$ cat src/rtl/axi_tmr_fault_manager.sv
// Fault manager for a bank of TMR voters: per-replica leaky-bucket error counters,
// threshold-driven resync request/ack with a masked hold-off window, and a sticky fatal state.
module axi_tmr_fault_manager #(
    parameter int WIDTH        = 8,
    parameter int CNT_W        = 8,
    parameter int THRESH       = 16,
    parameter int HOLDOFF      = 32,
    parameter int DECAY_PERIOD = 1024
) (
    input  logic             aclk,
    input  logic             areset,
    input  logic [WIDTH-1:0] err_d0,
    input  logic [WIDTH-1:0] err_d1,
    input  logic [WIDTH-1:0] err_d2,
    input  logic             resync_ack,
    input  logic             clr_fatal,
    output logic             resync_req,
    output logic [1:0]       resync_id,
    output logic [2:0]       replica_mask,
    output logic             fatal,
    output logic             uncorr_pulse,
    output logic [CNT_W-1:0] err_cnt0,
    output logic [CNT_W-1:0] err_cnt1,
    output logic [CNT_W-1:0] err_cnt2,
    output logic [1:0]       state_dbg
);

    localparam int TW = $clog2(DECAY_PERIOD);
    localparam int HW = (HOLDOFF > 1) ? $clog2(HOLDOFF) : 1;
    localparam logic [CNT_W-1:0] CNT_MAX    = '1;
    localparam logic [CNT_W-1:0] THR        = CNT_W'(THRESH);
    localparam logic [TW-1:0]    DECAY_LAST = TW'(DECAY_PERIOD - 1);
    localparam logic [HW-1:0]    HOLD_INIT  = HW'(HOLDOFF - 1);

    // state_dbg encoding: 0 IDLE, 1 REQ, 2 HOLD, 3 FATAL
    typedef enum logic [1:0] {IDLE = 2'd0, REQ = 2'd1, HOLD = 2'd2, FATAL = 2'd3} state_t;

    state_t           state;
    logic [CNT_W-1:0] cnt     [3];
    logic [CNT_W-1:0] cnt_nxt [3];
    logic [TW-1:0]    timer;
    logic [HW-1:0]    hold_cnt;

    logic [WIDTH-1:0] u_bits;
    logic             uncorr;
    logic [2:0]       hit;
    logic [2:0]       live_hit;
    logic [2:0]       over_thr;
    logic             any_hit;
    logic             decay;

    assign u_bits   = err_d0 & err_d1 & err_d2;
    assign uncorr   = |u_bits;
    assign hit[0]   = |(err_d0 & ~u_bits);
    assign hit[1]   = |(err_d1 & ~u_bits);
    assign hit[2]   = |(err_d2 & ~u_bits);
    assign live_hit = hit & ~replica_mask;
    assign any_hit  = |live_hit;
    assign decay    = !any_hit && (timer == DECAY_LAST);

    assign err_cnt0  = cnt[0];
    assign err_cnt1  = cnt[1];
    assign err_cnt2  = cnt[2];
    assign state_dbg = state;

    // A hit and a decay step never coincide: any unmasked hit restarts the decay timer.
    always_comb begin
        for (int k = 0; k < 3; k++) begin
            cnt_nxt[k]  = cnt[k];
            over_thr[k] = (cnt[k] >= THR);
            if (live_hit[k] && cnt[k] != CNT_MAX)
                cnt_nxt[k] = cnt[k] + 1'b1;
            else if (decay && cnt[k] != '0)
                cnt_nxt[k] = cnt[k] - 1'b1;
        end
    end

    // Handshake: resync_req is a valid held high with a stable resync_id until the cycle
    // in which resync_ack (ready) is also high; that cycle is the single transfer.
    always_ff @(posedge aclk or posedge areset) begin
        if (areset) begin
            state        <= IDLE;
            resync_req   <= 1'b0;
            resync_id    <= 2'd0;
            replica_mask <= 3'b000;
            fatal        <= 1'b0;
            uncorr_pulse <= 1'b0;
            timer        <= '0;
            hold_cnt     <= '0;
            for (int k = 0; k < 3; k++) cnt[k] <= '0;
        end else begin
            uncorr_pulse <= uncorr;
            if (state != FATAL) begin
                for (int k = 0; k < 3; k++) cnt[k] <= cnt_nxt[k];
                timer <= (any_hit || decay) ? '0 : timer + 1'b1;
            end
            case (state)
                IDLE: begin
                    if (uncorr) begin
                        state <= FATAL;
                        fatal <= 1'b1;
                    end else if (|over_thr) begin
                        resync_req <= 1'b1;
                        state      <= REQ;
                        if (over_thr[0]) begin
                            resync_id    <= 2'd0;
                            replica_mask <= 3'b001;
                        end else if (over_thr[1]) begin
                            resync_id    <= 2'd1;
                            replica_mask <= 3'b010;
                        end else begin
                            resync_id    <= 2'd2;
                            replica_mask <= 3'b100;
                        end
                    end
                end
                REQ: begin
                    if (uncorr) begin
                        state        <= FATAL;
                        fatal        <= 1'b1;
                        resync_req   <= 1'b0;
                        replica_mask <= 3'b000;
                    end else if (resync_ack) begin
                        resync_req <= 1'b0;
                        hold_cnt   <= HOLD_INIT;
                        state      <= HOLD;
                    end
                end
                HOLD: begin
                    if (uncorr) begin
                        state        <= FATAL;
                        fatal        <= 1'b1;
                        replica_mask <= 3'b000;
                    end else if (hold_cnt == '0) begin
                        // Resynced replica starts from a clean slate.
                        for (int k = 0; k < 3; k++)
                            if (resync_id == 2'(k)) cnt[k] <= '0;
                        replica_mask <= 3'b000;
                        state        <= IDLE;
                    end else begin
                        hold_cnt <= hold_cnt - 1'b1;
                    end
                end
                FATAL: begin
                    if (clr_fatal && !uncorr) begin
                        for (int k = 0; k < 3; k++) cnt[k] <= '0;
                        timer <= '0;
                        fatal <= 1'b0;
                        state <= IDLE;
                    end
                end
            endcase
        end
    end

endmodule
$ cat config.mk
export PLATFORM = sky130hd
export DESIGN_NAME = axi_tmr_fault_manager
export DESIGN_NICKNAME = d
export VERILOG_FILES = /design/src/rtl/axi_tmr_fault_manager.sv
export SDC_FILE = /design/constraint.sdc
export NUM_CORES = 1
export LEC_CHECK = 0
export ABC_AREA = 1
export CORE_ASPECT_RATIO = 1.5
export CORE_MARGIN = 4
export CORE_UTILIZATION = 30
export DETAILED_ROUTE_END_ITERATION = 10
export PLACE_DENSITY = 0.58
export SLEW_MARGIN = 0
export SYNTH_ARGS = -nofsm -noshare
export SYNTH_HDL_FRONTEND = slang
export SYNTH_SLANG_ARGS = --single-unit
export TNS_END_PERCENT = 5
$ cat constraint.sdc
create_clock -name aclk -period 4.83 [get_ports aclk]
set_input_delay 0.966 -clock aclk [delete_from_list [all_inputs] [get_ports aclk]]
set_output_delay 0.966 -clock aclk [all_outputs]
set_load 0.05 [all_outputs]
==> results of run 1 <==
worst max-delay path: stages:
cell,delay [ns]
clkdlybuf4s50_1,0.45
nand3_1,0.19
nand2_1,0.07
nor2_1,0.12
nand2_2,0.13
inv_1,0.17
nand2_1,0.07
nand2_1,0.32
clkinv_1,0.37
nor2_1,0.32
inv_1,0.09
o21ai_0,0.08
nor2_1,0.07
cells by family after synthesis:
| kind of cell | share of synthesized area, % |
|---|---|
| XOR/XNOR | 3.29 |
| AND/OR/NAND/NOR | 34.5 |
| AO/OA/AOI/OAI | 15.0 |
| flip-flops | 32.9 |
| adder cells (fa/ha/maj) | 5.37 |
| buffers and inverters | 8.96 |
area by class of cell:
cell class / instances / area (µm²)
Fill cell: 1293 / 7420
Multi-Input combinational cell: 419 / 2170
Sequential cell: 49 / 1230
Timing Repair Buffer: 61 / 611
Inverter: 77 / 289
Tap cell: 153 / 191
Clock buffer: 7 / 143
Clock inverter: 1 / 30.0
sequential cells by signal (all words and copies together), names as in the netlist:
name	flops
hold_cnt	5
resync_req	1
err_cnt2	8
fatal	1
err_cnt0	8
err_cnt1	8
resync_id	2
uncorr_pulse	1
replica_mask	3
state_dbg	2
timer	10
per-layer routing:
metal / wire, µm / vias to the layer above
li1: - / 1916
met1: 4370 / 1716
met2: 5300 / 95
met3: 389 / 18
met4: 222 / 0
met5: 0 / -
cell usage in the layout (no fill, tap or decap), types with 16 or more instances in the layout:
cell and n:
nand2_1 150, dfrtp_1 49, o21ai_0 43, ha_1 16
nor2_1 65, inv_1 74, a21oi_1 21, clkdlybuf4s50_1 61
nand3_1 39
where the power goes:
| group | internal, mW | switching (mW) | leakage, nW |
|---|---|---|---|
| combinational | 0.554 | 1.17 | 1.45 |
| sequential | 0.539 | 0.162 | 0.628 |
| clock | 0.259 | 0.155 | 0.0841 |
| total | 1.35 | 1.48 | 2.16 |
stage by stage:
stage,total power [mW],hold slack (ns)
after floorplan,1.92,0.447
after global placement,2.42,0.480
after detailed placement,2.44,0.486
after CTS,2.86,0.496
after global routing,3.09,0.536
final,2.84,0.488
path summary, 6_finish.rpt:
check	start	end	slack, ns	cells after the start
worst max-delay path	err_d1[0]	err_cnt1[1]$_DFF_PP0_	1.60	13
worst min-delay path	hold_cnt[3]$_DFFE_PP0P_	hold_cnt[3]$_DFFE_PP0P_	0.49	1
worst max register to register	state_dbg[1]$_DFFE_PP0P_	timer[2]$_DFF_PP0_	2.48	4
worst min register to register	hold_cnt[3]$_DFFE_PP0P_	hold_cnt[3]$_DFFE_PP0P_	0.49	1
max in group asynchronous	areset	err_cnt0[4]$_DFF_PP0_	2.91	2
min in group asynchronous	areset	uncorr_pulse$_DFF_PP0_	1.27	2
==> flow_summary.toml, run 1 <==
[detailed_routing]
drtIter0Drc = 211
drtPass1Iterations = 4
wirelength_um = 10300
via_count = 3745
ant_nets = 0
via_per_inst = 4.88
post_drt_wl_per_cell_um = 13.4
post-route-drc-count = 0

[final_layout]
drive_gt1_share_pct = 4.23
layout.cells.non_filler = 767
area_growth_pct = 24.9
final_util_pct = 38.6
stdcell_area_mm2 = 0.00466
fin_nets = 657
diodes = 0

[grt]
grt.busiest_layer = "met2"
overflow = 0
grt_use_met1_pct = 16.9
grt_use_total_pct = 14.7
antenna_found_initial = 0
grt_max_degree = 50
grt_pass1_wl_um = 17300
grt_pass1_vias = 3596
use_met2_pct = 27.3
met3_usage_pct = 2.22

[timing]
hold_viol = 0
relSlewSlack_pct = 28.6
setup_ws_ns = 1.60
worstMarginPinSlew_ns = 1.07
max_freq_ghz = 0.309
skew_ns = 0.00639
setup_viol = 0
tns_ns = 0
rsz0062_at_grt = "no"
min_period_ns = 3.23
drv_slew = 0
fin_crit_sh_pct = 67.0

[logic_synthesis]
synth-async-reset-ratio_pct = 100
synth_common_cells = "150 x nand2_1, 75 x inv_1, 65 x nor2_1"
yosys.area.top_type = "dfrtp_1"
synth_nets = 598
synth_edf_count = 0
yosysWarningCount = 0
synth.most_common_cell = "nand2_1"
avgSynthCellArea_um2 = 6.73
yosys.cell_types.count = 39
syn_area_mm2 = 0.00373
ys.flop_type = "dfrtp_1"
synth_seq_area_share_pct = 32.9
synth.area.top_cells = "dfrtp_1 33%, nand2_1 15%, inv_1 7.6%, nor2_1 6.5%, o21ai_0 5.8%"
ys_ff_latch = 49
syn_inst = 554
synth_top_area_share_pct = 32.9

[place]
hpwl_um = 7940
dp_slack_ns = 1.32
place.gp.congestion = 0.882
dp_cells = 759
port-buffer-count = 61
place_area_mm2 = 0.00449

[clock_tree]
cts_setup_buffers = 0
cts.sinks = 49
clockBufferDepth = 2
insertion_delay_ns = 0.29
clock-root-buffer = "clkbuf_16"
cts_tree = "yes"
cts_resized = 0
cts_buffers = 5
hold_buffers = 0
path_clk_slew_ns = 0.07
h-tree-depth = 2

[power_and_ir_drop]
p_leak_nw = 2.16
vdd_drop_max_v = 0.000201
powerDensity_mw_per_mm2 = 609

[critical_path]
cp.arrival_ns = 3.41
cp-start-kind = "input port"
cp_max_fo = 12
end_kind = "register"
criticalPathCategory = "in -> reg"
required_ns = 5.01

[floorplan]
die-area_mm2 = 0.0143
die_w_um = 99.0
die_h_um = 145
rows = 49
num_io_pins = 62
initial_core_util_pct = 30.9
core_area_mm2 = 0.0121

[status]
status = "finished clean"

[job]
drv_cap = 0

[min_path]
hold_class = "reg -> reg"
No activity file was read; power rests on OpenSTA's default activity.
==> inputs of run 2 (changes only) <==
--- a/config.mk
+++ b/config.mk
@@ -10,7 +10,7 @@
 export CORE_MARGIN = 4
 export CORE_UTILIZATION = 30
 export DETAILED_ROUTE_END_ITERATION = 10
-export PLACE_DENSITY = 0.58
+export PLACE_DENSITY = 0.6
 export SLEW_MARGIN = 0
 export SYNTH_ARGS = -nofsm -noshare
 export SYNTH_HDL_FRONTEND = slang
==> constraint.sdc (replaced) <==
create_clock -name aclk -period 2.9 [get_ports aclk]
set_input_delay 0.58 -clock aclk [delete_from_list [all_inputs] [get_ports aclk]]
set_output_delay 0.58 -clock aclk [all_outputs]
set_load 0.05 [all_outputs]
==> run 2 against run 1 <==
  * Total power grew 68%
  * Critical path depth grew 1
  * Global-route usage grew 0.32 points
  * Critical path type unchanged
  * Critical endpoint is now err_cnt1[0]$_DFF_PP0_
  * Largest cell class unchanged
==> flow_summary.toml, run 2 (synthesis gave the netlist of run 1 again) <==
[timing]
relSlewSlack_pct = 56.8
worstMarginPinSlew_ns = 0.642
drv_slew = 0
rsz0062_at_grt = "no"
tns_ns = 0
fin_crit_sh_pct = 85.6
min_period_ns = 2.48
max_freq_ghz = 0.403
setup_viol = 0
hold_viol = 0
skew_ns = 0.00868

[critical_path]
slowest_stage = "clkdlybuf4s50_1"
criticalPathCategory = "in -> reg"
cp-start-kind = "input port"
crit_top_cell = "nand2_1"
required_ns = 3.09
cp_slowest_stage_delay_ns = 0.52
end_kind = "register"
path_cells = "clkdlybuf4s50_1 -> nand3_1 -> nand2_1 -> nand2_1 -> nor2_1 -> nand2_1 -> nand2_1 -> nand2_1 -> nor2_4 -> nand3_2 -> a21oi_1 -> nor2_1 -> o21ai_1 -> nand2_1"
cp_max_fo = 6
rrSetupSlack_ns = 0.61
cp.arrival_ns = 2.67

[final_layout]
drive_gt1_share_pct = 5.93
final_cell_mix = "150 x nand2_1, 74 x inv_1, 65 x nor2_1"
largest_register = "timer"
fin_nets = 667
final_util_pct = 39.1
largest_reg_flops = 10
diodes = 0
area_growth_pct = 26.5
layout_commonest_cell = "nand2_1"

[detailed_routing]
wirelength_um = 10400
via_count = 3767
drtIter0Drc = 182
drtPass1Iterations = 4
via_per_inst = 4.85
ant_nets = 0
post-route-drc-count = 0
post_drt_wl_per_cell_um = 13.3

[min_path]
hold_class = "reg -> reg"

[clock_tree]
clockBufferDepth = 2
path_clk_slew_ns = 0.07
cts_setup_buffers = 0
hold_buffers = 0
clock-root-buffer = "clkbuf_16"
cts_buffers = 5
cts_resized = 0
cts_tree = "yes"
cts.sinks = 49
h-tree-depth = 2
insertion_delay_ns = 0.30

[floorplan]
num_io_pins = 62
die_h_um = 145
rows = 49
die_w_um = 99.0
initial_core_util_pct = 30.9
core_area_mm2 = 0.0121
die-area_mm2 = 0.0143

[grt]
grt_pass1_wl_um = 17700
grt_pass1_vias = 3695
overflow = 0
grt_max_degree = 24
antenna_found_initial = 0
grt_use_total_pct = 15.0

[power_and_ir_drop]
power.share.sequential_pct = 24.6
power_frac_comb_pct = 62.0
switchingPower_mw = 2.51
p_leak_nw = 2.21
p_clk_share_pct = 13.4
powerDensity_mw_per_mm2 = 1010
vdd_drop_max_v = 0.000332
power.share.switching_pct = 52.8
p_int_mw = 2.25

[place]
port-buffer-count = 61
place.gp.congestion = 0.901
hpwl_um = 8100

[status]
status = "finished clean"

[job]
drv_cap = 0
## run 2: cell types whose count changed in the layout (fill, tap and decap cells not counted), sizes merged
cell	delta
buf	+10
bufinv	-1
clkinv	+1
## run 2: power groups by stage
stage,Sequential (mW),Clock [mW],Combinational [mW]
after CTS,1.17,0.656,2.98
after global routing,1.21,0.683,3.29
after detailed placement,1.18,0,2.96
after floorplan,1.68,0,1.53
after global placement,1.18,0,2.93
final,1.17,0.640,2.95
## run 2: final timing paths
check | startpoint | endpoint | cells after the start
hold reg to reg | hold_cnt[3]$_DFFE_PP0P_ | hold_cnt[3]$_DFFE_PP0P_ | 1
hold / removal | hold_cnt[3]$_DFFE_PP0P_ | hold_cnt[3]$_DFFE_PP0P_ | 1
setup reg to reg | hold_cnt[0]$_DFFE_PP0P_ | err_cnt2[1]$_DFF_PP0_ | 13
setup / recovery | err_d1[3] | err_cnt1[0]$_DFF_PP0_ | 14
max in group asynchronous | areset | timer[5]$_DFF_PP0_ | 3
min in group asynchronous | areset | resync_id[0]$_DFFE_PP0P_ | 2
## run 2: per-stage QoR
step	setup slack [ns]	total power, mW	instances	cell area, µm²	hold slack (ns)
finish	0.417	4.76	777	4720	0.488
global route	0.146	5.18	777	4720	0.508
CTS	0.439	4.81	777	4720	0.494
detailed placement	0.127	4.14	769	4560	0.483
global placement	0.173	4.11	769	4560	0.473
floorplan	0.725	3.21	554	3730	0.447
## run 2: cell type report
class,instances,area (µm²)
inverter,77,289
multi-input combinational,419,2170
timing repair buffer,71,686
fill,1260,7360
clock inverter,1,5.00
clock buffer,7,153
sequential,49,1230
tap,153,191
## run 2: routing by layer
layer / GRT usage, % / vias to the layer above / share of wire, % / wire, µm
li1: - / 1938 / - / -
met1: 16.7 / 1728 / 40 / 4140
met2: 28.7 / 92 / 54 / 5550
met3: 2.32 / 9 / 5.0 / 516
met4: 4.89 / 0 / 1.4 / 146
met5: 0 / - / 0 / 0
## run 2: worst max-delay path: cells and delay by family
kind	cells	cell delay, ns
compound gates	2	0.38
buf+inv	1	0.52
simple gates	11	1.20
